**config.mk**
```make
export PLATFORM = sky130hd
export DESIGN_NAME = div_stream_stage
export DESIGN_NICKNAME = d
export VERILOG_FILES = /design/src/rtl/div_pkg.sv /design/src/rtl/N_integer_divider_posr.sv /design/src/rtl/div_stream_stage.sv
export SDC_FILE = /design/constraint.sdc
export NUM_CORES = 1
export LEC_CHECK = 0
export ABC_AREA = 1
export CAP_MARGIN = 15
export CORE_AREA = 3 3 188 190
export DETAILED_ROUTE_END_ITERATION = 8
export DIE_AREA = 0 0 191 193
export GPL_TIMING_DRIVEN = 0
export PLACE_DENSITY = 0.57
export SLEW_MARGIN = 20
export SYNTH_ARGS = -nofsm -noshare
export SYNTH_HDL_FRONTEND = slang
export SYNTH_SLANG_ARGS = --single-unit
```
**constraint.sdc**
```tcl
create_clock -name clock -period 42.9 [get_ports clock]
set_input_delay 10.725 -clock clock [delete_from_list [all_inputs] [get_ports clock]]
set_output_delay 10.725 -clock clock [all_outputs]
set_load 0.01 [all_outputs]
```
**src/rtl/div_pkg.sv**
```systemverilog
// Shared constants for the streaming divider stage.
package div_pkg;

  // Dividend width; divisor, quotient and remainder are half this width.
  localparam int N_DEF      = 16;
  // Width of the saturating error-result counter.
  localparam int CNT_W_DEF  = 8;
  // Number of result entries held between the divider and the consumer.
  localparam int FIFO_DEPTH = 2;

endpackage : div_pkg

```
**src/rtl/N_integer_divider_posr.sv**
```systemverilog
// Combinational signed divider with a non-negative remainder:
// x = q*y + r with 0 <= r < |y|. no_idiv flags a zero divisor or a
// quotient that does not fit the signed N/2-bit result range.
module N_integer_divider_posr #(
  parameter int N = 16
) (
  input  logic signed [N-1:0]   x,
  input  logic signed [N/2-1:0] y,
  output logic signed [N/2-1:0] q,
  output logic        [N/2-1:0] r,
  output logic                  no_idiv
);

  localparam int H = N / 2;
  localparam logic signed [N:0] ONE = 1;

  // One extra bit keeps -2^(N-1) / -1 representable before the range test.
  logic signed [N:0] xe;
  logic signed [N:0] ye;
  logic signed [N:0] q_t;
  logic signed [N:0] r_t;
  logic signed [N:0] q_adj;
  logic signed [N:0] r_adj;
  logic              q_fits;

  // Truncating divide, then shift the remainder into [0, |y|).
  always_comb begin
    // NOTE: every variable gets a value before any branch so no latch is inferred.
    xe     = {x[N-1], x};
    ye     = (y == '0) ? ONE : {{(N + 1 - H){y[H-1]}}, y};
    q_t    = xe / ye;
    r_t    = xe % ye;
    q_adj  = q_t;
    r_adj  = r_t;
    if (r_t[N]) begin
      if (!y[H-1]) begin
        q_adj = q_t - ONE;
        r_adj = r_t + ye;
      end else begin
        q_adj = q_t + ONE;
        r_adj = r_t - ye;
      end
    end
    // Quotient fits when all bits above the result sign bit match it.
    q_fits  = (&q_adj[N:H-1]) || (~|q_adj[N:H-1]);
    no_idiv = (y == '0) || !q_fits;
    q       = q_adj[H-1:0];
    r       = r_adj[H-1:0];
  end

endmodule : N_integer_divider_posr

```
**src/rtl/div_stream_stage.sv**
```systemverilog
// Two-stage streaming divider: an operand register feeds a combinational
// divider whose results queue in a 2-entry FIFO toward the consumer.
module div_stream_stage
  import div_pkg::*;
#(
  parameter int N     = N_DEF,
  parameter int CNT_W = CNT_W_DEF
) (
  input  logic               clock,
  input  logic               reset,
  input  logic               in_valid,
  output logic               in_ready,
  input  logic [N-1:0]       x,
  input  logic [N/2-1:0]     y,
  output logic               out_valid,
  input  logic               out_ready,
  output logic [N/2-1:0]     q,
  output logic [N/2-1:0]     r,
  output logic               err,
  output logic [CNT_W-1:0]   err_count
);

  localparam int H = N / 2;

  // Stage 1 operand register.
  logic         op_v;
  logic [N-1:0] op_x;
  logic [H-1:0] op_y;

  // Divider results for the registered operands.
  logic [H-1:0] div_q;
  logic [H-1:0] div_r;
  logic         div_err;

  // Stage 2 result FIFO.
  logic [H-1:0] mem_q   [FIFO_DEPTH];
  logic [H-1:0] mem_r   [FIFO_DEPTH];
  logic         mem_err [FIFO_DEPTH];
  logic         wr_ptr;
  logic         rd_ptr;
  logic [1:0]   count;

  logic push;
  logic pop;
  logic in_fire;

  N_integer_divider_posr #(.N(N)) u_div (
    .x       (op_x),
    .y       (op_y),
    .q       (div_q),
    .r       (div_r),
    .no_idiv (div_err)
  );

  // Handshakes; reset suppresses every transfer in the cycle it is applied.
  always_comb begin
    out_valid = !reset && (count != 2'd0);
    pop       = out_valid && out_ready;
    push      = !reset && op_v && ((count != 2'(FIFO_DEPTH)) || pop);
    in_ready  = !reset && (!op_v || push);
    in_fire   = in_valid && in_ready;
  end

  // Head entry is presented only while valid, zero otherwise.
  always_comb begin
    q   = out_valid ? mem_q[rd_ptr]   : '0;
    r   = out_valid ? mem_r[rd_ptr]   : '0;
    err = out_valid ? mem_err[rd_ptr] : 1'b0;
  end

  // Operand register: load on accept, release once its result is pushed.
  always_ff @(posedge clock) begin
    // NOTE: sequential state uses non-blocking assignment so all flops update together.
    if (reset) begin
      op_v <= 1'b0;
    end else if (in_fire) begin
      op_v <= 1'b1;
      op_x <= x;
      op_y <= y;
    end else if (push) begin
      op_v <= 1'b0;
    end
  end

  // FIFO storage write.
  always_ff @(posedge clock) begin
    // NOTE: storage is not reset; count alone decides which entries are valid.
    if (push) begin
      mem_q[wr_ptr]   <= div_q;
      mem_r[wr_ptr]   <= div_r;
      mem_err[wr_ptr] <= div_err;
    end
  end

  // FIFO pointers (1-bit, wrap 1->0) and occupancy 0..2.
  always_ff @(posedge clock) begin
    if (reset) begin
      wr_ptr <= 1'b0;
      rd_ptr <= 1'b0;
      count  <= 2'd0;
    end else begin
      wr_ptr <= wr_ptr ^ push;
      rd_ptr <= rd_ptr ^ pop;
      case ({push, pop})
        2'b10:   count <= count + 2'd1;
        2'b01:   count <= count - 2'd1;
        default: count <= count;
      endcase
    end
  end

  // Saturating count of delivered error results.
  always_ff @(posedge clock) begin
    if (reset) begin
      err_count <= '0;
    end else if (pop && mem_err[rd_ptr] && (err_count != '1)) begin
      err_count <= err_count + 1'b1;
    end
  end

endmodule : div_stream_stage

```
## Word-level counts from Yosys, hierarchy flattened

Memory sizes are Yosys's and may differ from the RTL's. A register that Yosys moved wholly into a read port is not among the register bits.
Index checks and enable logic that the tools add are counted.

- Input port bits: 28
- Output and inout port bits: 27
- Bits in registers: 37
- Memories kept: 3
- Bits in writable memories: 34

Memories:

| memory | words | width | read ports | clocked after Yosys merged registers in | wr ports | RTL line | source |
|---|---|---|---|---|---|---|---|
| mem_q | 2 | 8 | 1 | 1 | 1 | div_stream_stage.sv:36 | `logic [H-1:0] mem_q [FIFO_DEPTH];` |
| mem_r | 2 | 8 | 1 | 1 | 1 | div_stream_stage.sv:37 | `logic [H-1:0] mem_r [FIFO_DEPTH];` |
| mem_err | 2 | 1 | 1 | 1 | 1 | div_stream_stage.sv:38 | `logic mem_err [FIFO_DEPTH];` |

- Mux-type cells: 16
- Div/mod/pow operators: 2
- Reduce and logical (&&, ||, !) cells: 23
- Add/subtract/negate cells: 7
- Bitwise operators: 3
- Eq/ne operators: 4

Operators by type and width:

| operator | count |
|---|---|
| $mux 17 | 3 |
| $mux 8 | 4 |
| $add 17x2->17 const B | 1 |
| $div 17x17->17 | 1 |
| $mod 17x17->17 | 1 |
| $sub 17x2->17 const B | 1 |
| $reduce_and 10->1 | 1 |
| $reduce_or 10->1 | 1 |
| $add 8x1->8 const B | 1 |
| $add 8x8->8 | 1 |
| $logic_and 1x1->1 | 8 |
| $logic_not 8->1 | 1 |
| $mux 1 | 8 |
| $ne 8x8->1 const B | 1 |
| $sub 8x8->8 | 1 |
| $reduce_bool 2->1 | 3 |
| $logic_not 1->1 | 4 |
| $logic_or 1x1->1 | 4 |
| $pmux 2 s2 | 1 |
| $add 2x1->2 const B | 1 |
| $eq 2x1->1 const B | 1 |
| $eq 2x2->1 const B | 1 |
| $ne 2x2->1 const B | 1 |
| $reduce_and 2->1 | 1 |
| other kinds (3) | 4 |

## Logic depth before layout (Yosys ltp)

- Word-level depth: 11
- Depth in mapped cells: 254

## Modules after synthesis

A second synthesis with hierarchy kept.

- Cells, all modules: 2150
- Area total of the unflattened synthesis: 13738.2 um^2

Modules (own cells, without submodules):

| module | sequential area each (um^2) | cells each | times used | area each (um^2) |
|---|---|---|---|---|
| N_integer_divider_posr | 0.0 | 1887 | 1 | 10857.9 |
| div_stream_stage | 2001.9 | 263 | 1 | 2880.3 |

## Worst setup path after synthesis

Ideal clock, no wire load.

- Path kind: register to register
- From: register op_y[7]
- To: memory mem_err[0] (data pin)
- Arrival: 29.199 ns
- Required time: 42.643 ns
- Clock period less this slack: 29.456 ns
- Path slack: 13.444 ns
- Buffers on the path: 9
- Setup time: 0.257 ns
- Cell stages (with the launch flop): 249
- Cell sequence: edfxtp_1 > buf_2 > nor2_1 > nand2_1 > inv_2 > nand2_4 > inv_1 > nor2_1 > ha_1 > or2_2 > o21ai_1 > inv_1 > nor2_1 > inv_1 > nor3_1 > ha_1 > a21oi_1 > nor2_1 > [213 not listed] > o21bai_1 > a21o_1 > a21oi_1 > o21ai_0 > nand3_1 > nand2_1 > a21oi_1 > o21bai_1 > a21o_1 > a21oi_1 > xor2_1 > nand2_1 > nand2_1 > inv_1 > nor2_1 > nand3_1 > nand2_1 > nand2_1

- Longest elaborated chain between the ends: 11

RTL lines:

| what | RTL line | source |
|---|---|---|
| from (decl) | div_stream_stage.sv:28 | `logic [H-1:0] op_y;` |
| from (signal assigned) | div_stream_stage.sv:79 | `op_y <= y;` |
| $logic_not 8->1 | N_integer_divider_posr.sv:30, N_integer_divider_posr.sv:46 |  |
| $mux 17 | N_integer_divider_posr.sv:30 | `ye = (y == '0) ? ONE : {{(N + 1 - H){y[H-1]}}, y};` |
| $div 17x17->17 | N_integer_divider_posr.sv:31 | `q_t = xe / ye;` |
| $sub 17x2->17 or $add 17x2->17 (tied branches) | N_integer_divider_posr.sv:37, N_integer_divider_posr.sv:40 |  |
| $mux 17 | N_integer_divider_posr.sv:36 | `if (!y[H-1]) begin` |
| $mux 17 | N_integer_divider_posr.sv:35 | `if (r_t[N]) begin` |
| $reduce_or 10->1 | N_integer_divider_posr.sv:45 | `q_fits = (&q_adj[N:H-1]) \|\| (~\|q_adj[N:H-1]);` |
| $logic_not 1->1 | N_integer_divider_posr.sv:45 |  |
| $logic_or 1x1->1 | N_integer_divider_posr.sv:45 |  |
| $logic_not 1->1 | N_integer_divider_posr.sv:46 | `no_idiv = (y == '0) \|\| !q_fits;` |
| $logic_or 1x1->1 * | N_integer_divider_posr.sv:46 |  |
| via div_err | div_stream_stage.sv:33 | `logic div_err;` |
| to (decl) | div_stream_stage.sv:38 |  |

Mark *: on every way through the listed nets, which the timed path passes. The rest lies on a longest branch.

## Worst setup path in the final report

- From: register op_y[0]
- To: memory mem_err[0] (data pin)

Same word-level chain as after synthesis.

==> key figures <==
Status
  • Status: completed

Synth
  • Top cell type's share of synthesized area: 0.1704
  • Syn Area/Cell: 6.390 sq um
  • Commonest cells in the synthesized netlist: nand2_1 (610), inv_1 (270), ha_1 (184), nand3_1 (152), a21oi_1 (137)
  • Most frequent cell after synthesis: nand2_1
  • FFs w/ async S/R, synth: 0
  • Cell count after synthesis: 2114
  • Cell taking the most area after synthesis: ha_1
  • Cell variety after synth: 61
  • Flip-flop and latch count after synthesis: 71
  • Synth Flop Type: edfxtp_1
  • YS warnings: 0
  • Ranking of synthesized cells by area: ha_1 (17%), nand2_1 (17%), edfxtp_1 (13%)
  • Sequential area share after synthesis: 0.1482
  • Netlist Area Pre-Place: between 10000 and 15000 sq um
  • EDFF count, synth: just under 60

Global routing
  • Overall global routing resource usage: 0.2000
  • Largest net degree at the start of global routing: 26
  • Initial antenna violation count: 0
  • Vias in the first global route: roughly 13000
  • Grt total ovfl: 0
  • First-pass GRT wire length: a little over 60000 um

Layout
  • NumNets Final: 2443
  • Core Util, Final: 0.4511
  • Layout area overhead: 12.26%
  • Share of cells above drive strength 1: 0.07927
  • Design Area, Final: 15160 sq um
  • Diode count: 0

Detailed routing
  • Initial DRC Count: 564
  • Antenna-violating nets left: 0
  • Vias after detailed routing: 13295
  • Pre-Repair DR Iteration Count: 5
  • Metal2 WL: roughly 17000 um
  • M1 wire length: ~17000 um
  • Met3 WL: 1048 um
  • Residual DRC: 0
  • Routed len/inst: 13.54 um
  • Uppermost routed layer: met4
  • Vias per cell: around 5
  • Routed wire length: 36310 um

STA
  • Min Tclk post-route: 34.63 ns
  • Slew @ Worst Pin: 1.071 ns
  • Peak Freq: 0.02887 GHz
  • Final setup vio count: 0
  • Setup slack after layout: 8.267 ns
  • Unrepaired setup endpoints after global routing: no
  • Ratio of final minimum period to clock period: 0.8073
  • Final hold vios: 0
  • Post-Route Skew: 0.008050 ns
  • Slew Limit Fails: 0
  • Final TNS setup: 0 ns
  • Worst slew margin: 0.2837

CTS
  • Clock buffer depth: 2
  • Root buffer cell: clkbuf_16
  • CTS Hold Buffers Added: 0
  • Cts bufs inserted: 9
  • CTS H-Tree Depth: 3
  • Postcts setup bufs: 0
  • Clock sink total: just over 70
  • Clock input transition at the sequential cells of the worst setup and hold paths: 0.07 ns
  • CTS tree: yes
  • Clk_lat worst skew: 0.35 ns
  • Post-CTS Resized: 0

Run
  • Maxcap violations: 0

Worst setup path
  • Crit-path max cell delay: between 0.4 and 0.5 ns
  • Delay-heaviest family, CP: simple AND/OR/NAND/NOR gates
  • Slowest cell on the critical path: fa_1
  • WP data arrival: 34.74 ns
  • Critical path data required time: 43.00 ns
  • Endpoint class of the critical path: register
  • Worst path bufs/invs: between 40 and 50
  • Critical path peak fanout: 10
  • Crit-path most repeated cell: nand2_1
  • Critical path class: register to register
  • Startpoint types: register

Placement
  • GPL Wtd Cong: 0.8983
  • Hpwl dp: 30080 um
  • Dpl cell area: 14830 sq um
  • Count of input and output buffers: 54
  • Place WS: approximately 8.3 ns

Floorplan
  • Die area: 36860 sq um
  • Initial core utilization: 0.4018
  • Die Width: 191 um
  • Total core area: roughly 34000 sq um
  • Die height: 193 um
  • IO Pins: 55
  • Num rows: 67

Hold path
  • Hold WC Path Type: register to register
[worst reg2reg max path, delay by kind of cell (launching register included)]
family                     cells  cell delay [ns]
DFF                            1             0.45
adders and majority gates     19             5.79
buffers and inverters         44             5.71
xor gates and xnor gates       2             0.35
and+or+nand+nor              122            12.49
AOI/OAI and AO/OA             54             9.55
[layout by cell type, fill, tap and decap left out, types with 54 or more instances in the layout]
master             n
a21oi_1          137
clkdlybuf4s50_1   54
edfxtp_1          58
ha_1             184
inv_1            270
nand2_1          610
nand3_1          152
nor2_1           120
o21ai_0           97
xor2_1           104
[final timing paths]
kind | from | end | slack, ns | cells past startpoint
worst max-delay path | op_y[0]$_DFFE_PP_ | mem_err[0]$_DFFE_PP_ | 8.27 | 241
worst min-delay path | err_count[6]$_SDFFE_PP0P_ | err_count[6]$_SDFFE_PP0P_ | 0.49 | 1
worst max register to register | op_y[0]$_DFFE_PP_ | mem_err[0]$_DFFE_PP_ | 8.27 | 241
worst min register to register | err_count[6]$_SDFFE_PP0P_ | err_count[6]$_SDFFE_PP0P_ | 0.49 | 1
[per-layer routing]
layer / vias to the layer above / track usage
li1: 7132 / -
met1: 5946 / 0.2560
met2: 181 / 0.3672
met3: 36 / 0.02152
met4: 0 / 0.03613
met5: - / 0
[state kept, by name, indices dropped and copies added, names as in the netlist]
name	flops
op_x	16
op_y	8
count	2
mem_r	16
mem_q	16
err_count	8
mem_err	2
rd_ptr	1
op_v	1
wr_ptr	1
[layout make-up]
type | instances | area [sq um]
clock inverters | 7 | 105.1
well taps | 448 | 560.5
inverters | 297 | 1115
repair buffers | 59 | 589.3
clock buffers | 9 | 225.2
multi-input cells | 1756 | 10350
flip-flops and latches | 71 | 2002
plain buffers | 34 | 219.0
fillers | 3497 | 18450
[logic make-up after synthesis]
logic type / count (synthesis) / synth area share
AND/OR/NAND/NOR: 1046 / 0.3429
AO/OA/AOI/OAI: 332 / 0.1406
buffers and inverters: 331 / 0.09874
adder cells (fa/ha/maj): 187 / 0.1749
XOR/XNOR: 144 / 0.09337
flip-flops: 71 / 0.1482
other: 2 / 0.0005560
multiplexers: 1 / 0.0007410
[metrics by stage]
step	instances	hold WS, ns
after floorplan	2158	0.4644
after global placement	2660	0.4756
after detailed placement	2665	0.4908
after CTS	2681	0.5051
after global routing	2681	0.5130
final	2681	0.4930
Power is left out: the tool's default activity adds up to more than one toggle a clock period on the data nets, which glitch-free logic cannot reach.
